===== config.mk =====
export PLATFORM = sky130hd
export DESIGN_NAME = uart_rx_fifo
export DESIGN_NICKNAME = d
export VERILOG_FILES = /design/src/rtl/uart_pkg.sv /design/src/rtl/uart_byte_fifo.sv /design/src/rtl/uart_rx_fifo.sv
export SDC_FILE = /design/constraint.sdc
export NUM_CORES = 1
export LEC_CHECK = 0
export BUFFER_PORTS_ARGS = -buffer_cell sky130_fd_sc_hd__buf_2
export CAP_MARGIN = 25
export CORE_UTILIZATION = 29
export CTS_CLUSTER_DIAMETER = 40
export CTS_CLUSTER_SIZE = 12
export DETAILED_ROUTE_END_ITERATION = 8
export PLACE_DENSITY = 0.41
export SYNTH_ARGS = -nofsm -noshare
export SYNTH_HDL_FRONTEND = slang
export SYNTH_HIERARCHICAL = 1
export SYNTH_SLANG_ARGS = --single-unit

===== constraint.sdc =====
create_clock -name clk -period 7.2 [get_ports clk]
set_input_delay 0.72 -clock clk [delete_from_list [all_inputs] [get_ports clk]]
set_output_delay 0.72 -clock clk [all_outputs]
set_load 0.1 [all_outputs]

===== src/rtl/uart_pkg.sv =====
// Shared types and helpers for the oversampling UART receiver.
package uart_pkg;

  typedef enum logic [2:0] {
    IDLE,
    START,
    DATA,
    STOP,
    BREAK
  } rx_state_t;

  function automatic logic majority3(input logic a, input logic b, input logic c);
    return (a & b) | (a & c) | (b & c);
  endfunction

  function automatic int tick_div(input int clk_hz, input int baud, input int os);
    return clk_hz / (baud * os);
  endfunction

endpackage


===== src/rtl/uart_byte_fifo.sv =====
// First-word fall-through byte FIFO; the head entry is visible combinationally from registers.
module uart_byte_fifo #(
  parameter int WIDTH = 8,
  parameter int DEPTH = 8
) (
  input  logic                       clk,
  input  logic                       rst,
  input  logic                       push_i,
  input  logic [WIDTH-1:0]           din_i,
  input  logic                       pop_i,
  output logic [WIDTH-1:0]           dout_o,
  output logic                       full_o,
  output logic                       empty_o,
  output logic [$clog2(DEPTH+1)-1:0] count_o
);

  localparam int AW = $clog2(DEPTH);
  localparam int CW = $clog2(DEPTH + 1);

  logic [WIDTH-1:0] mem_q [DEPTH];
  logic [AW-1:0]    wr_ptr_q;
  logic [AW-1:0]    rd_ptr_q;
  logic [CW-1:0]    count_q;
  logic             do_push;
  logic             do_pop;

  assign empty_o = (count_q == '0);
  assign full_o  = (count_q == CW'(DEPTH));
  assign do_pop  = pop_i && !empty_o;
  // A full FIFO still takes a push when the head leaves in the same cycle.
  assign do_push = push_i && (!full_o || do_pop);
  assign dout_o  = empty_o ? '0 : mem_q[rd_ptr_q];
  assign count_o = count_q;

  always_ff @(posedge clk or posedge rst) begin
    if (rst) begin
      wr_ptr_q <= '0;
      rd_ptr_q <= '0;
      count_q  <= '0;
    end else begin
      if (do_push) wr_ptr_q <= wr_ptr_q + AW'(1);
      if (do_pop)  rd_ptr_q <= rd_ptr_q + AW'(1);
      count_q <= count_q + CW'(do_push) - CW'(do_pop);
    end
  end

  always_ff @(posedge clk) begin
    if (do_push) mem_q[wr_ptr_q] <= din_i;
  end

endmodule


===== src/rtl/uart_rx_fifo.sv =====
// 16x-oversampled, majority-voted 8N1 receiver feeding a byte FIFO with sticky
// framing-error and overrun flags.
module uart_rx_fifo
  import uart_pkg::*;
#(
  parameter int CLK_FREQ   = 100000000,
  parameter int BAUD_RATE  = 115200,
  parameter int OVERSAMPLE = 16,
  parameter int FIFO_DEPTH = 8
) (
  input  logic                            clk,
  input  logic                            reset,
  input  logic                            rx,
  output logic [7:0]                      out_data,
  output logic                            out_valid,
  input  logic                            out_ready,
  output logic                            frame_err,
  output logic                            overrun,
  input  logic                            err_clear,
  output logic [$clog2(FIFO_DEPTH+1)-1:0] fifo_count
);

  localparam int TICK_DIV = tick_div(CLK_FREQ, BAUD_RATE, OVERSAMPLE);
  localparam int TW = (TICK_DIV > 1) ? $clog2(TICK_DIV) : 1;
  localparam int SW = $clog2(OVERSAMPLE);
  localparam logic [TW-1:0] TICK_LAST = TW'(TICK_DIV - 1);
  localparam logic [SW-1:0] S_LO   = SW'(OVERSAMPLE / 2 - 1);
  localparam logic [SW-1:0] S_MID  = SW'(OVERSAMPLE / 2);
  localparam logic [SW-1:0] S_HI   = SW'(OVERSAMPLE / 2 + 1);
  localparam logic [SW-1:0] S_LAST = SW'(OVERSAMPLE - 1);

  logic            rx_meta_q, rx_sync_q;
  logic            armed_q;
  logic [TW-1:0]   tick_cnt_q;
  logic            tick;
  rx_state_t       state_q, state_d;
  logic [SW-1:0]   s_q, s_d;
  logic [2:0]      bit_idx_q, bit_idx_d;
  logic [7:0]      shreg_q, shreg_d;
  logic [1:0]      smp_q, smp_d;
  logic            frame_err_q, overrun_q;
  logic            bit_val;
  logic            push;
  logic            frame_set;
  logic            fifo_full;
  logic            fifo_empty;
  logic            overrun_set;

  assign tick    = (tick_cnt_q == TICK_LAST);
  assign bit_val = majority3(smp_q[1], smp_q[0], rx_sync_q);

  // armed_q keeps a line held low through reset from looking like a start bit.
  always_ff @(posedge clk or posedge reset) begin
    if (reset) begin
      rx_meta_q  <= 1'b1;
      rx_sync_q  <= 1'b1;
      armed_q    <= 1'b0;
      tick_cnt_q <= '0;
      state_q    <= IDLE;
      s_q        <= '0;
      bit_idx_q  <= '0;
      shreg_q    <= '0;
      smp_q      <= '0;
    end else begin
      rx_meta_q  <= rx;
      rx_sync_q  <= rx_meta_q;
      if (rx_sync_q) armed_q <= 1'b1;
      tick_cnt_q <= tick ? '0 : tick_cnt_q + TW'(1);
      state_q    <= state_d;
      s_q        <= s_d;
      bit_idx_q  <= bit_idx_d;
      shreg_q    <= shreg_d;
      smp_q      <= smp_d;
    end
  end

  always_comb begin
    state_d   = state_q;
    s_d       = s_q;
    bit_idx_d = bit_idx_q;
    shreg_d   = shreg_q;
    smp_d     = smp_q;
    push      = 1'b0;
    frame_set = 1'b0;
    if (tick) begin
      if (state_q == START || state_q == DATA || state_q == STOP) begin
        s_d = (s_q == S_LAST) ? '0 : s_q + SW'(1);
        if (s_q == S_LO)  smp_d[0] = rx_sync_q;
        if (s_q == S_MID) smp_d[1] = rx_sync_q;
      end
      case (state_q)
        IDLE: begin
          if (!rx_sync_q && armed_q) begin
            state_d = START;
            s_d     = '0;
          end
        end
        START: begin
          if (s_q == S_HI && bit_val) begin
            state_d = IDLE;
            s_d     = '0;
          end else if (s_q == S_LAST) begin
            state_d   = DATA;
            bit_idx_d = '0;
          end
        end
        DATA: begin
          if (s_q == S_HI) shreg_d = {bit_val, shreg_q[7:1]};
          if (s_q == S_LAST) begin
            if (bit_idx_q == 3'd7) state_d = STOP;
            bit_idx_d = bit_idx_q + 3'd1;
          end
        end
        STOP: begin
          // Leave mid-stop-bit so the next start edge is caught early.
          if (s_q == S_HI) begin
            s_d = '0;
            if (bit_val) begin
              push    = 1'b1;
              state_d = IDLE;
            end else begin
              frame_set = 1'b1;
              state_d   = BREAK;
            end
          end
        end
        BREAK: begin
          if (rx_sync_q) state_d = IDLE;
        end
        default: state_d = IDLE;
      endcase
    end
  end

  uart_byte_fifo #(
    .WIDTH (8),
    .DEPTH (FIFO_DEPTH)
  ) u_fifo (
    .clk     (clk),
    .rst     (reset),
    .push_i  (push),
    .din_i   (shreg_q),
    .pop_i   (out_ready),
    .dout_o  (out_data),
    .full_o  (fifo_full),
    .empty_o (fifo_empty),
    .count_o (fifo_count)
  );

  assign out_valid   = !fifo_empty;
  assign overrun_set = push && fifo_full && !out_ready;

  always_ff @(posedge clk or posedge reset) begin
    if (reset) begin
      frame_err_q <= 1'b0;
      overrun_q   <= 1'b0;
    end else begin
      frame_err_q <= frame_set   ? 1'b1 : (err_clear ? 1'b0 : frame_err_q);
      overrun_q   <= overrun_set ? 1'b1 : (err_clear ? 1'b0 : overrun_q);
    end
  end

  assign frame_err = frame_err_q;
  assign overrun   = overrun_q;

endmodule

# Word level (Yosys, flattened, before mapping)

Memory sizes are Yosys's and may differ from the RTL's.
Index checks and enable logic that the tools add are counted.

Add/subtract/negate cells: 7
$mul: 0
Divide/modulo/power cells: 0
Order comparisons: 0
Equality and inequality tests: 19
Shift operators: 0
Muxes and demuxes: 34
Bitwise gates (word level): 5
Reduce and logical (&&, ||, !) cells: 23

Operators by type and width:

| cell                                                             | count |
|---|---|
| 3-bit 2-to-1 mux                                                 | 11 |
| 4-bit 2-to-1 mux                                                 | 5 |
| 4-bit == test (second input constant)                            | 4 |
| 3-bit one-hot mux with 5 select lines                            | 1 |
| 1-bit 2-to-1 mux                                                 | 13 |
| 4-bit one-hot mux with 3 select lines                            | 1 |
| 3-bit by 1-bit adder with 3-bit output (second input constant)   | 3 |
| 3-bit AND reduction                                              | 3 |
| 8-bit 2-to-1 mux                                                 | 1 |
| 2-bit by 1-bit != test with 1-bit output (second input constant) | 4 |
| 7-bit AND reduction                                              | 1 |
| 6-bit by 1-bit adder with 6-bit output (second input constant)   | 1 |
| 3-bit by 2-bit == test with 1-bit output (second input constant) | 2 |
| 3-bit == test (second input constant)                            | 2 |
| 6-bit == test (second input constant)                            | 1 |
| 1-bit logical AND                                                | 6 |
| 6-bit 2-to-1 mux                                                 | 1 |
| 2-bit != test (second input constant)                            | 3 |
| 3-bit one-hot mux with 2 select lines                            | 1 |
| 2-bit nonzero test                                               | 3 |
| 5-bit AND reduction                                              | 1 |
| 4-bit by 1-bit adder with 4-bit output                           | 1 |
| 4-bit by 1-bit adder with 4-bit output (second input constant)   | 1 |
| 4-bit by 3-bit == test with 1-bit output (second input constant) | 1 |
| other kinds (9)                                                  | 17 |

Bits in registers: 41
Bits in latches: 0
Bits in writable memories: 64
Memory bits (read-only): 0
Input bits: 5
Output and inout port bits: 15
Word-level logic and storage cells: 104
Memories kept: 1

Memories:

| name         | words | bits a word | rd ports | clocked after Yosys merged registers in | write ports | line                 | RTL |
|---|---|---|---|---|---|---|---|
| u_fifo.mem_q | 8     | 8           | 1        | 0                                       | 1           | uart_byte_fifo.sv:20 | `logic [WIDTH-1:0] mem_q [DEPTH];` |

# Longest topological paths before layout

Word-level depth: 10
Depth in mapped cells: 13
Mapped depth without buffers: 12

# By module

Netlist, hierarchy kept.

Modules (own cells, without submodules):

| module         | instances | cells each | area an instance (um2) | sequential area each (um2) |
|---|---|---|---|---|
| uart_byte_fifo | 1         | 190        | 3121.7                 | 2172.1 |
| uart_rx_fifo   | 1         | 137        | 1542.7                 | 778.2 |

# Least setup slack after synthesis

Ideal clock, no wire load.

Kind: register to output
From: register u_fifo.count_q[2] (netlist: u_fifo/count_o[2])
To: output port out_data[0]
Data arrival time: 3.766 ns
Required time: 6.480 ns
Path slack: 2.714 ns
Stages on the path, launching flop included: 6
Path buffers: 1
Path through: dfrtp_1 > inv_1 > ha_1 > nor3b_1 > buf_2 > nor3_1

Word-level cells in the longest chain between the ends: 2

RTL lines:

| element                | line                 | RTL |
|---|---|---|
| start, declared        | uart_byte_fifo.sv:23 | `logic [CW-1:0] count_q;` |
| start signal, assigned | uart_byte_fifo.sv:43 | `count_q <= count_q + CW'(do_push) - CW'(do_pop);` |
| 4-bit logical NOT      | uart_byte_fifo.sv:27 | `assign empty_o = (count_q == '0);` |
| net fifo_empty         | uart_rx_fifo.sv:46   | `logic fifo_empty;` |
| 8-bit 2-to-1 mux       | uart_byte_fifo.sv:32 | `assign dout_o = empty_o ? '0 : mem_q[rd_ptr_q];` |
| end, declared          | uart_rx_fifo.sv:14   | `output logic [7:0] out_data,` |

The timed path passes the listed nets, and every way through them passes these cells.

# Worst setup path in the final report

From: register u_fifo.rd_ptr_q[1]
To: output port out_data[1]

Word-level cells in the longest chain between the ends: 2

RTL lines:

| element                | line                 | RTL |
|---|---|---|
| start, declared        | uart_byte_fifo.sv:22 | `logic [AW-1:0] rd_ptr_q;` |
| start signal, assigned | uart_byte_fifo.sv:42 | `if (do_pop) rd_ptr_q <= rd_ptr_q + AW'(1);` |
| memory read 8 x 8 bit  | n/a                  |  |
| 8-bit 2-to-1 mux       | uart_byte_fifo.sv:32 |  |

Every way passes these cells.

==> results.txt <==
count leader, synth - edfxtp_1
Cells after Synth - 327
Post-synth top cells - 64 x edfxtp_1, 39 x dfrtp_1, 34 x mux2i_1
initial cell density of the core - 30.2%
vias in the first global route - 2488
GP Congestion - 0.700
post-synthesis sequential area ratio - 63.3%
layout net count - 369
Top-Level Pins - 20
area of the core - 15400 um^2
leakage - 2.24 nW
Die Height - 129 um
dpl hpwl - 6300 um
Root Driver - clkbuf_16
Post-synth EDFFs - 64
clk slew on worst S/H paths - 0.07 ns
Flop pwr share - 37.9%
setup bufs post-CTS - 0
headroom to the max-slew limit - 32.0%
hold_sp - rx_meta_q
setup TNS - 0 ns
Syn Nets - 347
skew final - 0.00963 ns
instance count on the critical path - 4
CP max FO - 34
Yosys reg bits - 105
# resized after CTS - 0
CP startpoint kind - flip-flop
max-slew violations - 0
Yosys warning count - 6
Hold Buf Count CTS - 0
Yosys cell types - 53
routed wire length - 9130 um
CP arrival - 2.59 ns
Sw Share - 43.6%
Slowest cell on crit path - dfrtp_2
die width - 129 um
die area - 16600 um^2
R2R setup slack - 4.20 ns
Hold Violations, Final - 0
drt drc - 0
Syn Area/Cell - 14.3 um^2
Port Buffers - 19
Area contributors post-synth - edfxtp_1 41%, dfrtp_1 21%, mux2i_1 7.3%
pin count of the biggest net entering global routing - 35
deepest clock path buffer count - 2
Hold/Removal Path Class - reg -> reg
Total GRT Usage - 12.2%
1st-iter DRT viols - 114
Max-Cap Viols - 0
Power Density - 366 nW/um^2
delay of the slowest critical-path stage - 1.04 ns
Area Growth Syn to Fin - 12.9%
CTS Buf Count - 9
drt pass-1 iters - 4
clock sinks - 105
critical path endpoint category - primary output
worst skew pair latency - 0.35 ns
ys flop type - edfxtp_1
n_diodes - 0
Cell Chain, Critical Path - mux2i_1 -> a22o_1 -> nor3_1 -> buf_2
FP Rows - 45
area leader, netlist - edfxtp_1
Final Cycle Share - 45.9%
Critical path buffers and inverters - 1
Crit Reg-Reg Startpoint - tick_cnt_q[1]
Gate power share - 37.8%
Power Total - 0.00193 W
status - finished, final reports clean
Worst-Margin Slew - 1.01 ns
Worst EP required - 6.48 ns
Pint - 0.00109 W
Clk pwr share - 24.3%
hold path depth - 0
TritonCTS clock tree - yes
critical path's top delay family - flip-flops
sw power - 0.000840 W
RSZ-0062 raised after global routing - no
crit path time final - 3.31 ns
Cell Area, Synth - 4660 um^2
share of flip-flops with an asynchronous set or reset - 39.0%
kind of critical path - reg -> out
post-route ant nets - 0
# setup viols final - 0
initial antenna violation count - 0
peak supply drop - 0.158 mV
area share of the leading cell type in the synthesized netlist - 41.2%
Vias/cell - 4.60
worst reg2reg endpoint - u_fifo/mem_q[0][5]
max frequency - 302 MHz
first-pass GRT wire length - 14400 um
via count - 2597
global route overflow - 0
Hold Path Sink - rx_sync_q
drt wl/cell - 16.2 um
Reg2Reg Depth - 8
share of cells above drive strength 1 - 19.2%
H-tree depth - 3
==> worst max-delay path by stage <==
stage	end	startpoint
6_report	out_data[1]	u_fifo/rd_ptr_q[1]
3_5_place_dp	u_fifo/mem_q[1][5]	tick_cnt_q[1]
5_1_grt	out_data[0]	u_fifo/rd_ptr_q[1]
4_1_cts	out_data[4]	u_fifo/rd_ptr_q[1]
2_1_floorplan	out_data[0]	u_fifo/count_o[2]
3_3_place_gp	u_fifo/mem_q[4][3]	tick_cnt_q[1]
==> cells by family after synthesis <==
kind of cell / share of synthesized area, %
adder cells (fa/ha/maj): 4.43
flip-flops: 63.3
AO/OA/AOI/OAI: 7.03
XOR/XNOR: 2.07
AND/OR/NAND/NOR: 9.28
multiplexers: 10.8
buffers and inverters: 3.19
==> stage by stage <==
stage | hold WS (ns) | util (%) | area [um^2] | worst slack, ns | std cells
floorplan | 0.345 | - | 4660 | 2.71 | 327
global placement | 0.347 | 32.2 | 4960 | 4.01 | 546
detailed placement | 0.349 | 32.2 | 4970 | 3.97 | 547
CTS | 0.360 | 34.0 | 5250 | 3.88 | 563
global route | 0.360 | 34.1 | 5270 | 3.76 | 565
finish | 0.357 | 34.1 | 5270 | 3.89 | 565
==> metal layers <==
layer / up-vias / track usage (%) / routed length, um
met4: 0 / 5.19 / 159
met5: - / 0 / 0
met2: 21 / 18.8 / 4300
met3: 10 / 2.99 / 202
met1: 1304 / 16.4 / 4470
li1: 1262 / - / -
==> power by group through the flow <==
stage | clock network [W] | registers [W] | logic (W)
detailed placement | 0 | 0.000745 | 0.000735
finish | 0.000468 | 0.000730 | 0.000729
global placement | 0 | 0.000744 | 0.000733
global route | 0.000512 | 0.000737 | 0.000765
CTS | 0.000493 | 0.000732 | 0.000736
floorplan | 0 | 0.000773 | 0.000597
==> final cells by class <==
type / count / area [um^2]
Clock buffer: 9 / 225
Tap cell: 211 / 264
Inverter: 15 / 56.3
Clock inverter: 7 / 58.8
Multi-Input combinational cell: 193 / 1570
Timing Repair Buffer: 25 / 138
Sequential cell: 105 / 2950
Fill cell: 1554 / 10200
==> worst reg2reg max path: cells and delay by family, from the launching register on <==
kind | cells | cell delay [ns]
AND/OR/NAND/NOR | 5 | 1.87
flip-flops | 1 | 0.40
AO/OA/AOI/OAI | 1 | 0.17
adder cells (fa/ha/maj) | 1 | 0.12
buffers and inverters | 1 | 0.06
==> layout by cell type, fill, tap and decap left out, types with 6 or more instances in the layout <==
cell / instances
mux2i_1: 34
inv_1: 15
nor2_1: 18
nor2b_1: 6
mux2_2: 13
dfrtp_1: 38
nor3_1: 15
ha_1: 14
edfxtp_1: 64
buf_2: 19
clkbuf_16: 9
a22o_1: 18
nand2_1: 8
xnor2_1: 8
==> sequential cells by signal, indices dropped and copies added, names as in the netlist <==
| signal | cells |
|---|---|
| armed_q | 1 |
| rx_sync_q | 1 |
| bit_idx_q | 3 |
| s_q | 4 |
| smp_q | 2 |
| frame_err | 1 |
| u_fifo/wr_ptr_q | 3 |
| u_fifo/mem_q | 64 |
| u_fifo/rd_ptr_q | 3 |
| state_q | 3 |
| rx_meta_q | 1 |
| tick_cnt_q | 6 |
| shreg_q | 8 |
| overrun | 1 |
| u_fifo/count_o | 4 |
(Power assumes the default switching activity.)
